**src/rtl/proc_feeder_pkg.sv**
```systemverilog
// proc_feeder_pkg
// Shared definitions for the instruction feeder and anything that builds
// instruction words for it (loaders, benches).
//   - feederState_e : FSM state encoding of the feeder
//   - instruction field positions: opcode [15:13], imm flag [12], rX [11:9]
//   - opcode values: mv, mvt, add, sub
//   - encodeImm()   : packs an immediate-form instruction word
package proc_feeder_pkg;

  typedef enum logic [2:0] {
    ST_IDLE   = 3'd0,
    ST_FETCH  = 3'd1,
    ST_ISSUE  = 3'd2,
    ST_WAIT   = 3'd3,
    ST_FINISH = 3'd4
  } feederState_e;

  localparam int OPC_MSB = 15;
  localparam int OPC_LSB = 13;
  localparam int IMM_BIT = 12;
  localparam int RX_MSB  = 11;
  localparam int RX_LSB  = 9;

  localparam logic [2:0] OP_MV  = 3'b000;
  localparam logic [2:0] OP_MVT = 3'b001;
  localparam logic [2:0] OP_ADD = 3'b010;
  localparam logic [2:0] OP_SUB = 3'b011;

  // Immediate-form word: opcode, imm flag set, destination register and a
  // 9-bit immediate in the low bits.
  function automatic logic [15:0] encodeImm(input logic [2:0] op,
                                            input logic [2:0] rx,
                                            input logic [8:0] imm);
    return {op, 1'b1, rx, imm};
  endfunction

endpackage

```
**src/rtl/proc_feeder_if.sv**
```systemverilog
// proc_feeder_if
// Bundles the loader/processor-facing signals of the feeder.
//   Start, Count, LdEn, LdAddr, LdData : program loader and run control
//   Done                               : processor completion, combinational
//   DIN, Run                           : instruction word and valid strobe
//   Busy, ProgDone, PC, Error          : status
// master modport: the feeder itself. slave modport: loader/processor side.
interface proc_feeder_if #(
  parameter int AW = 5
);
  logic          Start;
  logic [AW:0]   Count;
  logic          LdEn;
  logic [AW-1:0] LdAddr;
  logic [15:0]   LdData;
  logic          Done;
  logic [15:0]   DIN;
  logic          Run;
  logic          Busy;
  logic          ProgDone;
  logic [AW-1:0] PC;
  logic          Error;

  modport master (
    input  Start, Count, LdEn, LdAddr, LdData, Done,
    output DIN, Run, Busy, ProgDone, PC, Error
  );

  modport slave (
    output Start, Count, LdEn, LdAddr, LdData, Done,
    input  DIN, Run, Busy, ProgDone, PC, Error
  );
endinterface

```
**src/rtl/proc_feeder_prog_mem.sv**
```systemverilog
// prog_mem
// DEPTH x 16 program memory with one write port and a registered read port,
// written so that synthesis maps it onto block RAM (no reset on the array or
// the read register).
//   Clock    : rising-edge clock
//   wrEn_i   : write enable
//   wrAddr_i : write address
//   wrData_i : write data
//   rdEn_i   : read enable; rdData_o only changes on an enabled read
//   rdAddr_i : read address
//   rdData_o : read data, valid the cycle after rdEn_i
module prog_mem
  import proc_feeder_pkg::*;
#(
  parameter int DEPTH = 32,
  parameter int AW    = 5
) (
  input  logic          Clock,
  input  logic          wrEn_i,
  input  logic [AW-1:0] wrAddr_i,
  input  logic [15:0]   wrData_i,
  input  logic          rdEn_i,
  input  logic [AW-1:0] rdAddr_i,
  output logic [15:0]   rdData_o
);

  logic [15:0] mem_q [DEPTH];
  logic [15:0] rdData_q;

  // Single write port plus an enabled synchronous read. Holding the read
  // register between reads lets the feeder keep presenting the instruction
  // during WAIT without its own copy of the word.
  always_ff @(posedge Clock) begin
    if (wrEn_i) begin
      mem_q[wrAddr_i] <= wrData_i;
    end
    if (rdEn_i) begin
      rdData_q <= mem_q[rdAddr_i];
    end
  end

  assign rdData_o = rdData_q;

endmodule

```
**src/rtl/proc_feeder.sv**
```systemverilog
// proc_feeder
// Instruction sequencer for the lab processor: runs Count words out of a
// small program memory, one at a time, strobing Run for one cycle per word
// and waiting for the processor's Done before fetching the next.
//   Clock : rising-edge clock
//   Reset : synchronous, active-high
//   bus   : proc_feeder_if master modport (loader, processor and status)
// Optional: define PROC_FEEDER_TIMEOUT_EN to add a WAIT watchdog that sets
// Error and ends the program after TIMEOUT cycles without Done.
module proc_feeder
  import proc_feeder_pkg::*;
#(
  parameter int DEPTH   = 32,
  parameter int AW      = 5,
  parameter int TIMEOUT = 16
) (
  input  logic          Clock,
  input  logic          Reset,
  proc_feeder_if.master bus
);

  localparam logic [AW:0] DEPTH_W = (AW+1)'(DEPTH);

  feederState_e  state_q;
  logic [AW-1:0] pc_q;
  logic [AW:0]   n_q;
  logic          run_q;
  logic          busy_q;
  logic          progDone_q;
  logic          dinEn_q;
  logic [AW:0]   nLatch_d;
  logic          isLast;
  logic          loadWindow;
  logic [15:0]   rdData;

  // Instruction count to latch on Start, clamped to the memory size, and
  // the "this is the final instruction" test used when Done arrives.
  assign nLatch_d   = (bus.Count > DEPTH_W) ? DEPTH_W : bus.Count;
  assign isLast     = ({1'b0, pc_q} == (n_q - 1'b1));
  assign loadWindow = (state_q == ST_IDLE) || (state_q == ST_FINISH);

  prog_mem #(
    .DEPTH (DEPTH),
    .AW    (AW)
  ) uMem (
    .Clock    (Clock),
    .wrEn_i   (bus.LdEn && loadWindow),
    .wrAddr_i (bus.LdAddr),
    .wrData_i (bus.LdData),
    .rdEn_i   (state_q == ST_FETCH),
    .rdAddr_i (pc_q),
    .rdData_o (rdData)
  );

`ifdef PROC_FEEDER_TIMEOUT_EN
  localparam int WDW = $clog2(TIMEOUT + 1);
  localparam logic [WDW-1:0] WD_LAST = WDW'(TIMEOUT - 1);
  logic [WDW-1:0] wdogCnt_q;
  logic           error_q;
`endif

  // Main sequencer. Every status output is a register updated together with
  // the state it belongs to, so Busy/ProgDone/Run never glitch. Run defaults
  // low each cycle so it can only be a single-cycle strobe out of FETCH.
  always_ff @(posedge Clock) begin
    if (Reset) begin
      state_q    <= ST_IDLE;
      pc_q       <= '0;
      n_q        <= '0;
      run_q      <= 1'b0;
      busy_q     <= 1'b0;
      progDone_q <= 1'b0;
      dinEn_q    <= 1'b0;
`ifdef PROC_FEEDER_TIMEOUT_EN
      wdogCnt_q  <= '0;
      error_q    <= 1'b0;
`endif
    end else begin
      run_q <= 1'b0;
      case (state_q)
        ST_IDLE, ST_FINISH: begin
          if (bus.Start) begin
            pc_q <= '0;
            n_q  <= nLatch_d;
`ifdef PROC_FEEDER_TIMEOUT_EN
            error_q <= 1'b0;
`endif
            if (nLatch_d == '0) begin
              state_q    <= ST_FINISH;
              busy_q     <= 1'b0;
              progDone_q <= 1'b1;
            end else begin
              state_q    <= ST_FETCH;
              busy_q     <= 1'b1;
              progDone_q <= 1'b0;
            end
          end
        end
        ST_FETCH: begin
          state_q <= ST_ISSUE;
          run_q   <= 1'b1;
          dinEn_q <= 1'b1;
        end
        ST_ISSUE: begin
          state_q <= ST_WAIT;
`ifdef PROC_FEEDER_TIMEOUT_EN
          wdogCnt_q <= '0;
`endif
        end
        ST_WAIT: begin
          if (bus.Done) begin
            dinEn_q <= 1'b0;
            if (isLast) begin
              state_q    <= ST_FINISH;
              busy_q     <= 1'b0;
              progDone_q <= 1'b1;
            end else begin
              pc_q    <= pc_q + 1'b1;
              state_q <= ST_FETCH;
            end
          end
`ifdef PROC_FEEDER_TIMEOUT_EN
          else if (wdogCnt_q == WD_LAST) begin
            error_q    <= 1'b1;
            dinEn_q    <= 1'b0;
            state_q    <= ST_FINISH;
            busy_q     <= 1'b0;
            progDone_q <= 1'b1;
          end else begin
            wdogCnt_q <= wdogCnt_q + 1'b1;
          end
`endif
        end
        default: begin
          state_q    <= ST_IDLE;
          busy_q     <= 1'b0;
          progDone_q <= 1'b0;
          dinEn_q    <= 1'b0;
        end
      endcase
    end
  end

  // The memory read register already holds the instruction from ISSUE
  // through WAIT; dinEn_q just forces zero everywhere else.
  assign bus.DIN      = dinEn_q ? rdData : 16'h0000;
  assign bus.Run      = run_q;
  assign bus.Busy     = busy_q;
  assign bus.ProgDone = progDone_q;
  assign bus.PC       = pc_q;

`ifdef PROC_FEEDER_TIMEOUT_EN
  assign bus.Error = error_q;
`else
  logic unusedTimeout;
  assign unusedTimeout = ^TIMEOUT;
  assign bus.Error     = 1'b0;
`endif

endmodule

```
**src/flat_wrapper.sv**
```systemverilog
// flat-port wrapper written by rule: the top's interface ports become plain ports
module proc_feeder_flat import proc_feeder_pkg::*;
#(
  parameter int DEPTH   = 32,
  parameter int AW      = 5,
  parameter int TIMEOUT = 16
)
  (Clock, Reset, bus_Start, bus_Count, bus_LdEn, bus_LdAddr, bus_LdData, bus_Done, bus_DIN, bus_Run, bus_Busy, bus_ProgDone, bus_PC, bus_Error);
  proc_feeder_if #(.AW(AW)) bus_i ();
  input  logic Clock;
  input  logic Reset;
  input wire logic [$bits(bus_i.Start)-1:0] bus_Start;
  input wire logic [$bits(bus_i.Count)-1:0] bus_Count;
  input wire logic [$bits(bus_i.LdEn)-1:0] bus_LdEn;
  input wire logic [$bits(bus_i.LdAddr)-1:0] bus_LdAddr;
  input wire logic [$bits(bus_i.LdData)-1:0] bus_LdData;
  input wire logic [$bits(bus_i.Done)-1:0] bus_Done;
  output wire logic [$bits(bus_i.DIN)-1:0] bus_DIN;
  output wire logic [$bits(bus_i.Run)-1:0] bus_Run;
  output wire logic [$bits(bus_i.Busy)-1:0] bus_Busy;
  output wire logic [$bits(bus_i.ProgDone)-1:0] bus_ProgDone;
  output wire logic [$bits(bus_i.PC)-1:0] bus_PC;
  output wire logic [$bits(bus_i.Error)-1:0] bus_Error;
  assign bus_i.Start = bus_Start;
  assign bus_i.Count = bus_Count;
  assign bus_i.LdEn = bus_LdEn;
  assign bus_i.LdAddr = bus_LdAddr;
  assign bus_i.LdData = bus_LdData;
  assign bus_i.Done = bus_Done;
  assign bus_DIN = bus_i.DIN;
  assign bus_Run = bus_i.Run;
  assign bus_Busy = bus_i.Busy;
  assign bus_ProgDone = bus_i.ProgDone;
  assign bus_PC = bus_i.PC;
  assign bus_Error = bus_i.Error;
  proc_feeder #(.DEPTH(DEPTH), .AW(AW), .TIMEOUT(TIMEOUT)) u_core (.Clock(Clock), .Reset(Reset), .bus(bus_i));
endmodule
```
**config.mk**
```make
export PLATFORM = sky130hd
export DESIGN_NAME = proc_feeder_flat
export DESIGN_NICKNAME = d
export VERILOG_FILES = /design/src/rtl/proc_feeder_pkg.sv /design/src/rtl/proc_feeder_if.sv /design/src/rtl/proc_feeder_prog_mem.sv /design/src/rtl/proc_feeder.sv /design/src/flat_wrapper.sv
export SDC_FILE = /design/constraint.sdc
export NUM_CORES = 1
export LEC_CHECK = 0
export BUFFER_PORTS_ARGS = -buffer_cell sky130_fd_sc_hd__buf_2
export CORE_MARGIN = 4
export CORE_UTILIZATION = 62
export CTS_CLUSTER_DIAMETER = 80
export DETAILED_ROUTE_END_ITERATION = 16
export GPL_TIMING_DRIVEN = 0
export PLACE_DENSITY = 0.79
export REMOVE_ABC_BUFFERS = 1
export SYNTH_ARGS = -nofsm -noshare
export SYNTH_HDL_FRONTEND = slang
export SYNTH_SLANG_ARGS = --single-unit
```
**constraint.sdc**
```tcl
create_clock -name Clock -period 3.3 [get_ports Clock]
set_clock_uncertainty 0.05 [all_clocks]
set_input_delay 0.33 -clock Clock [delete_from_list [all_inputs] [get_ports Clock]]
set_output_delay 0.33 -clock Clock [all_outputs]
set_load 0.005 [all_outputs]
```
Word-level counts from Yosys, hierarchy flattened
Memories as Yosys holds them, arrays and structs flattened. A register that Yosys moved wholly into a read port is not among the register bits. Index checks and enable logic that the tools add are counted.

Output and inout port bits: 25. Register bits after elaboration: 18. Bits in writable memories: 512. Word-level logic and storage cells: 61. Memories: 1.

Memory list: u_core.uMem.mem_q (words 32, bits a word 16, rd ports 1, clocked after memory_dff 1, wr ports 1, line proc_feeder_prog_mem.sv:27) `logic [15:0] mem_q [DEPTH];`.

Equality and inequality tests: 9. $lt $le $gt $ge: 1. Bitwise logic cells: 2. Reduce and logical (&&, ||, !) cells: 13. Add/sub/neg operators: 2. Muxes and demuxes: 26.

Operator list (count): $mux W16 (1); $mux W5 (3); $mux W1 (12); $mux W3 (4); $pmux W3 S4 (1); $pmux W5 S2 (1); $pmux W1 S3 (3); $reduce_and A4 Y1 (2); $eq A3 B2 Y1 const B (2); $eq A5 B6 Y1 (1); $gt A6 B6 Y1 const B (1); $logic_not A6 Y1 (1); $mux W6 (1); $ne A2 B2 Y1 const B (3); $reduce_and A2 Y1 (3); $sub A6 B1 Y6 const B (1); $add A5 B1 Y5 const B (1); $reduce_or A2 Y1 (2); $eq A3 B1 Y1 const B (1); $eq A3 B3 Y1 const B (1); $logic_not A3 Y1 (1); $reduce_or A3 Y1 (1); $ne A2 B1 Y1 const B (1); $not A1 Y1 (2); other kinds (3) (3).

Logic depth before layout (Yosys ltp)
Gate-level depths: netlist of run 1.

Depth in word-level cells: 6. Depth in mapped cells: 7.

Hierarchy
Synthesis of run 1 repeated with hierarchy kept, for this count alone.

Cells, all modules: 1288. Area, all modules: 21832.2 sq um.

By module, submodules not included: prog_mem (cells each 1143, times used 1, area an instance 20696.1 sq um); proc_feeder (cells each 145, times used 1, area an instance 1136.1 sq um).

Least setup slack after synthesis of run 1
No wires, ideal clock.

Kind: register -> register. Start: register u_core.state_q[0]. End: memory u_core.uMem.mem_q[12][0] (enable). Clock period less this slack: 2625 ps. Setup slack: 675 ps. Setup time: 388 ps. Data arrival time: 2187 ps. Stages on the path, launching flop included: 5. Path through: dfxtp_1 or2_2 or4b_2 clkbuf_1 nor2_1.

Cells in the longest elaborated chain, start to end: 5. Elaborated cells between the ends (all ways): 6.

RTL lines: start, declared (line proc_feeder.sv:24) `feederState_e state_q;`; start signal, assigned (line proc_feeder.sv:67) `state_q <= ST_IDLE;`; start signal, assigned (line proc_feeder.sv:89) `state_q <= ST_FINISH;`; start signal, assigned (line proc_feeder.sv:93) `state_q <= ST_FETCH;`; $eq A3 B3 Y1 / $logic_not A3 Y1 (equally long branches) (line proc_feeder.sv:40) `assign loadWindow = (state_q == ST_IDLE) || (state_q == ST_FINISH);`; $logic_or A1 B1 Y1 (*) (line proc_feeder.sv:40); $logic_and A1 B1 Y1 (*) (line proc_feeder.sv:47) `.wrEn_i (bus.LdEn && loadWindow),`; $mux W1 (*) (line proc_feeder_prog_mem.sv:34) `if (wrEn_i) begin`; $mux W1 (not written as such) (*) (line proc_feeder_prog_mem.sv:35) `mem_q[wrAddr_i] <= wrData_i;`; end, declared (line proc_feeder_prog_mem.sv:27).

Mark *: on every way between the ends. The rest lies on a longest branch, timed or not.

==> metrics, run 1 <==
Sink Count 546; post-route ant nets 0; largest net degree at the start of global routing 60; all-layer global routing usage 0.267; Hold Violations, Final 0; core area 33600 um2; Comb power frac 0.030; worst path cell trace buf_16 > buf_16 > buf_16 > mux4_2 > mux4_2 > mux2_2; hold path startpoint bus_Count[1]; Worst Hold Slack 0.0136 ns; multi-input gate area in the final layout 4770 um2; status complete, no violations; Die ar. 37200 um2; Congestion Overflow GR 0; Critical Path End Type flip-flop; Via density 6.72; Reg area 16200 um2; Post-synth top flop edfxtp_1; layout net count 1074; CP Class flip-flop to flip-flop; CTS tree built; Top cell by count, worst path buf_16; Final Cell Area 24500 um2; H-tree Lvls 2; EDFF count, synth 528; CP startpoint u_core.bus.PC[0]; Filler cells 1754; setup TNS 0 ns; Die Y 193 um; Setup WS post-layout 0.215 ns; CTS Buffer Depth 3; layout cells sized above 1 0.360; syn avg cell area 22.8 um2; family with the most delay on the worst path multiplexers; Slew HR 0.285; Slew @ Worst Pin 1.07 ns; worst r2r src u_core.bus.PC[0]; number of global-route vias before repair 10531; CP max-delay cell mux4_2; Max Slew Vio Count 0; Yosys cell types 45; CTS Buf Count 52; Post-Route WL 48300 um; first-pass GRT wire length 71100 um; Top Ports 57; switching share of total power 0.200; Residual DRC 0; Clock transition at path regs 0.07 ns; initial antenna violation count 0; synth top area cells edfxtp_1 75%, mux4_2 17%, dfxtp_1 1.7%; warnings from Yosys 0; Buf+Inv Stages, Crit Path 3; Setup Viol. Count Final 0; CTS root buf clkbuf_16; Worst EP arrival 3.36 ns; dpl hpwl 27700 um; antenna diode count 0; worst min-delay path category input pin to flip-flop; Worst-Skew Late Latency 0.58 ns; PwrDens 581 nW/um2; Seq/Total Area, Yosys 0.765; routed vias 10281; routability cong. 0.789; crit path time final 3.09 ns; worst slack at placement -0.0151 ns; critical-path maximum fanout 29; post-synth top area share 0.748; cell taking the most area after synthesis edfxtp_1; Synth Cell Area 21200 um2; # resized after CTS 0; die width 193 um; Psw 2.86 mW; Layout area overhead 15.8%; Initial Util 0.630; post-layout util 0.730; Worst Path Required 3.58 ns; most common cell in the netlist edfxtp_1; maximum VDD drop 0.477 mV; sequential power share 0.541; RSZ-0062 raised after global routing false; drt pass-1 iters 5; Tcrit/Tclk final 0.935; row count 67; Post-DP Area 22700 um2; Static Leak 7.62 nW; share of total power in the clock network 0.429; Achievable Freq 324 MHz; synthesized netlist cell count 931; Power Internal 11.4 mW; slowest stage delay, CP 0.56 ns; post-DR wirelength/cell 31.6 um; Commonest cells post-synth 528 x edfxtp_1, 160 x mux4_2, 38 x nor2_1, 24 x nand2_1, 21 x clkbuf_1; Post-synth ARST share 0; Starting DRT DRC Count 1378; number of synthesized register bits 546; CP startpoint kind flip-flop; port bufs 55; max capacitance violation total 0
## registers in the layout, indices dropped and copies added (netlist names)
register and cells:
u_core.bus.Busy 1, u_core.bus.PC 5, u_core.bus.ProgDone 1, u_core.bus.Run 1
u_core.dinEn_q 1, u_core.n_q 6, u_core.state_q 3, u_core.uMem.mem_q 512
u_core.uMem.rdData_o 16
## worst paths after layout
path                                   to  slack (ns)  cells past startpoint
setup / recovery  u_core.uMem.rdData_o[7]        0.21                      6
hold / removal              u_core.n_q[1]        0.01                      3
setup reg to reg  u_core.uMem.rdData_o[7]        0.21                      6
hold reg to reg             u_core.n_q[1]        0.43                      2
## metal layers
metal,GRT usage,wire length [um]
met1,0.379,18300
met5,0,0
met2,0.445,24800
met3,0.0443,4010
met4,0.0724,1170
## what timing repair did
action | 4_1_cts | 5_1_grt
hold buffers | 4 | 0
setup buffers | 1 | 0
endpoints found under the setup margin | 4 | 1
hold endpoints to repair | 4 | 0
gates cloned | 0 | 1
## final cells by class
class                   instances  share of cell area
well taps                     448              0.0228
flip-flops and latches        546               0.661
clock inverters                33              0.0157
inverters                       6            0.000918
clock buffers                  63              0.0556
repair buffers                101              0.0492
multi-input cells             333               0.194
## tightest hold or removal path, delay by kind of cell
| family | cells | cell delay [ns] |
|---|---|---|
| compound gates | 1 | 0.07 |
| buf+inv | 1 | 0.10 |
| simple gates | 1 | 0.08 |
## layout by cell type (no fill, tap or decap), drive strengths merged, types with 9 or more instances in the layout
cell    instances
and2           17
edfxtp        528
nand2          24
buf            96
clkinv         21
dfxtp          18
inv             9
mux4          160
mux2           17
nor2           38
clkbuf         64
a21oi          15
## cells by family after synthesis
kind of cell,Yosys count,share of synthesized area
other cells,1,0.000177
xor+xnor,5,0.00207
simple gates,117,0.0287
flops,546,0.765
buf+inv,52,0.0132
compound gates,27,0.00803
fa+ha+maj,2,0.00118
mux,181,0.181
## through the flow
step	instances	total power, mW
floorplan	885	8.04
global route	1530	14.7
CTS	1529	14.3
global placement	1388	8.23
finish	1530	14.3
detailed placement	1428	8.27
## power groups by stage
stage | Clock, mW | Sequential (mW) | Combinational [mW]
2_1_floorplan | 0 | 7.86 | 0.184
3_3_place_gp | 0 | 7.87 | 0.362
3_5_place_dp | 0 | 7.86 | 0.411
4_1_cts | 6.19 | 7.71 | 0.424
5_1_grt | 6.54 | 7.71 | 0.460
6_report | 6.12 | 7.71 | 0.428
No activity file was read; power rests on OpenSTA's default activity.
==> run 2, diff against run 1 <==
Settings changed: PLACE_DENSITY 0.79 to unset, PLACE_DENSITY_LB_ADDON set to 0.12.
==> metrics, run 2 (synthesized netlist as in run 1, its figures left out) <==
status complete, no violations; Comb power frac 0.029; Worst-Skew Late Latency 0.57 ns; first-pass GRT wire length 65000 um; CTS Buf Count 53; PwrDens 574 nW/um2; antenna diode count 0; Setup Viol. Count Final 0; CTS tree built; maximum VDD drop 0.449 mV; Final Non-Filler Cells 1531; Die ar. 37200 um2; slowest stage delay, CP 0.69 ns; Starting DRT DRC Count 1037; M1 GR Usage 0.365; post-route ant nets 0; Tcrit/Tclk final 0.932; setup TNS 0 ns; post-DR wirelength/cell 28.1 um; worst min-delay path category input pin to flip-flop; port bufs 55; CTS root buf clkbuf_16; switching share of total power 0.197; Via density 6.36; Worst Hold Depth 4; Congestion Overflow GR 0; global routing usage on met2 0.391; commonest non-fill, non-tap cell in the layout edfxtp_1; Crit path depth 5; Worst Path Required 3.55 ns; RSZ-0062 raised after global routing false; Buf+Inv Stages, Crit Path 2; CTS Buffer Depth 3; Psw 2.75 mW; Layout area overhead 15.0%; Hold Violations, Final 0; core area 33600 um2; Initial Util 0.630; Sink Count 546; worst path cell trace buf_16 > buf_16 > mux4_2 > mux4_2 > mux2_2; initial antenna violation count 0; # resized after CTS 0; Slew HR 0.256; crit path time final 3.08 ns; CP Class flip-flop to flip-flop; Slew @ Worst Pin 1.11 ns; layout net count 1075; Static Leak 7.54 nW; share of total power in the clock network 0.419; family with the most delay on the worst path multiplexers; CP startpoint u_core.bus.PC[0]; layout cells sized above 1 0.359; Critical Path End Type flip-flop; worst r2r src u_core.bus.PC[0]; die width 193 um; Top Ports 57; Placed Cells 1426; row count 67; number of global-route vias before repair 10046; CP startpoint kind flip-flop; Residual DRC 0; Post-Route WL 43100 um; hold path startpoint bus_Start; critical-path maximum fanout 34; dpl hpwl 26400 um; Worst EP arrival 3.32 ns; Max Slew Vio Count 0; routed vias 9735; Power Internal 11.2 mW; grt met3 use 0.0373; Clock transition at path regs 0.06 ns; all-layer global routing usage 0.243; H-tree Lvls 2; CP max-delay cell dfxtp_4; largest net degree at the start of global routing 50; most frequent cells in the layout 528 x edfxtp_1, 160 x mux4_2, 55 x buf_2, 53 x clkbuf_16, 32 x nor2_2; routability cong. 0.745; max reg flops 512; Most flops, register u_core.uMem.mem_q; gr busiest metal met2; sequential power share 0.552; Die Y 193 um; max capacitance violation total 0; path depth of the worst reg2reg path 5; drt pass-1 iters 5; Achievable Freq 325 MHz
run 2: cell types whose count changed in the layout (fill, tap and decap cells not counted), moves of 2 or more:
cell,delta
clkinv_1,+2
clkinv_2,+3
dlygate4sd3_1,+3
clkinv_4,+3
inv_16,-2
buf_16,-8
bufinv_16,-2
clkinvlp_4,+2
clkbuf_1,-4
buf_8,+6
run 2: what timing repair did:
action	in CTS	in global routing
endpoints found under the hold margin	7	0
endpoints found under the setup margin	10	0
setup buffers	1	0
hold buffers	7	0
run 2: worst reg2reg max path: cells and delay by family (launching register included):
kind	cells	cell delay, ns
buffers and inverters	2	0.63
flip-flops	1	0.69
multiplexers	3	1.45
run 2: power by group through the flow:
stage	registers (mW)	logic, mW	clock network [mW]
2_1_floorplan	7.86	0.184	0
3_3_place_gp	7.88	0.367	0
3_5_place_dp	7.86	0.402	0
4_1_cts	7.71	0.415	5.96
5_1_grt	7.71	0.450	6.29
6_report	7.71	0.411	5.85
run 2: worst paths after layout:
path | endpoint | slack [ns]
setup reg to reg | u_core.uMem.rdData_o[11] | 0.22
hold / removal | u_core.state_q[2] | 0.07
hold reg to reg | u_core.n_q[1] | 0.42
setup / recovery | u_core.uMem.rdData_o[11] | 0.22
run 2: final cells by class:
type	instances	area, um2
clock inverters	38	340
repair buffers	101	1090
fillers	1916	9260
clock buffers	59	1350
well taps	448	561
flip-flops and latches	546	16200
multi-input cells	333	4770
inverters	6	22.5
run 2: stage by stage:
stage	area [um2]	power, mW	worst slack, ns	hold WS, ns	utilization
2_1_floorplan	20900	8.04	-3.80	0.349	-
3_3_place_gp	21800	8.24	-6.36	0.413	0.647
3_5_place_dp	22600	8.26	-0.0757	0.420	0.672
4_1_cts	24400	14.1	0.131	0.0432	0.725
5_1_grt	24400	14.5	0.0354	0.0777	0.725
6_report	24400	14.0	0.223	0.0715	0.725
run 2: routing by layer:
| metal | share of wire | vias to the layer above |
|---|---|---|
| met5 | 0 | - |
| met4 | 0.017 | 0 |
| met3 | 0.071 | 53 |
| met2 | 0.50 | 384 |
| met1 | 0.41 | 5147 |
| li1 | - | 4151 |
==> run 3, diff against run 2 <==
Settings changed: CORE_MARGIN 4 to unset, CORE_UTILIZATION 62 to 64, CTS_BUF_LIST set to sky130_fd_sc_hd__clkbuf_4.
==> metrics, run 3 (synthesized netlist as in run 1, its figures left out) <==
critical-path maximum fanout 41; post-layout util 0.760; H-tree Lvls 4; port bufs 55; PwrDens 558 nW/um2; Die Y 184 um; worst slack at placement -0.0523 ns; Top Ports 57; routability cong. 0.785; Layout area overhead 16.8%; status complete, no violations; dpl hpwl 27000 um; Starting DRT DRC Count 1081; CP Class flip-flop to flip-flop; worst min-delay path category input pin to flip-flop; Most flops, register u_core.uMem.mem_q; layout cells sized above 1 0.415; Slew HR 0.277; Post-Route WL 44600 um; first-pass GRT wire length 66000 um; post-route ant nets 0; Clock transition at path regs 0.07 ns; Worst-Skew Late Latency 0.82 ns; core area 32500 um2; Post-DP Area 22600 um2; Congestion Overflow GR 0; total design power 13.8 mW; row count 66; maximum VDD drop 0.399 mV; CTS root buf clkbuf_4; Static Leak 7.88 nW; Worst Path Required 3.79 ns; # resized after CTS 0; slowest stage delay, CP 0.70 ns; most frequent cells in the layout 528 x edfxtp_1, 185 x clkbuf_4, 160 x mux4_2, 55 x buf_2, 32 x nor2_2; max capacitance violation total 0; layout net count 1182; die width 184 um; Die ar. 33800 um2; Initial Util 0.651; Final Cell Area 24700 um2; largest net degree at the start of global routing 58; Via density 6.22; all-layer global routing usage 0.282; initial antenna violation count 1; number of global-route vias before repair 10832; max reg flops 512; Hold Violations, Final 0; RSZ-0062 raised after global routing false; Residual DRC 0; Worst EP arrival 3.61 ns; CP startpoint kind flip-flop; Setup Viol. Count Final 0; post-DR wirelength/cell 26.5 um; CTS tree built; worst path cell trace buf_16 > buf_16 > mux4_2 > mux4_2 > mux2_2; CP max-delay cell dfxtp_4; Setup WS post-layout 0.176 ns; commonest non-fill, non-tap cell in the layout edfxtp_1; Achievable Freq 320 MHz; CTS Buf Count 136; Critical Path End Type flip-flop; routed vias 10492; crit path time final 3.12 ns; Sink Count 546; Slew @ Worst Pin 1.08 ns; drt pass-1 iters 5; Tcrit/Tclk final 0.947; CTS Buffer Depth 3; Max Slew Vio Count 0
## run 3: through the flow
step                hold WS, ns  TNS, ns  instances
finish                   0.0741        0       1687
global route             0.0460        0       1687
CTS                     0.00531        0       1686
detailed placement        0.421  -0.0912       1420
global placement          0.415  -214.95       1382
floorplan                 0.349   -94.70        885
## run 3: area by class of cell
class / instances / area (um2)
flip-flops and latches: 546 / 16200
multi-input cells: 333 / 4770
diodes: 1 / 2.50
fillers: 1773 / 7800
inverters: 6 / 22.5
clock buffers: 185 / 1390
repair buffers: 125 / 1410
well taps: 442 / 553
clock inverters: 49 / 364
## run 3: power breakdown
group          leakage (nW)  switching (mW)  internal, mW  total (mW)
registers              4.91          0.0397          7.67        7.71
logic                  1.96           0.271         0.166       0.437
clock network          1.02            2.58          3.07        5.66
## run 3: critical path, delay by kind of cell, from the launching register on
kind     cells  cell delay, ns
flops        1            0.70
mux          3            1.37
buf+inv      2            0.64
## run 3: repair_timing
action | 4_1_cts | 5_1_grt
hold endpoints to repair | 528 | 0
buffers inserted | 1 | 0
endpoints found under the setup margin | 6 | 0
hold buffers | 31 | 0
## run 3: layer usage
metal,part of all wire,GRT usage
met2,0.50,0.443
met3,0.089,0.0670
met4,0.023,0.114
met5,0,0
met1,0.39,0.389
## run 3: worst paths after layout
kind         cells after the start                 endpoint                start  slack (ns)
min                              4         u_core.bus.PC[1]            bus_Start        0.07
max                              5  u_core.uMem.rdData_o[7]     u_core.bus.PC[0]        0.18
max reg2reg                      5  u_core.uMem.rdData_o[7]     u_core.bus.PC[0]        0.18
min reg2reg                      1      u_core.bus.ProgDone  u_core.bus.ProgDone        0.46
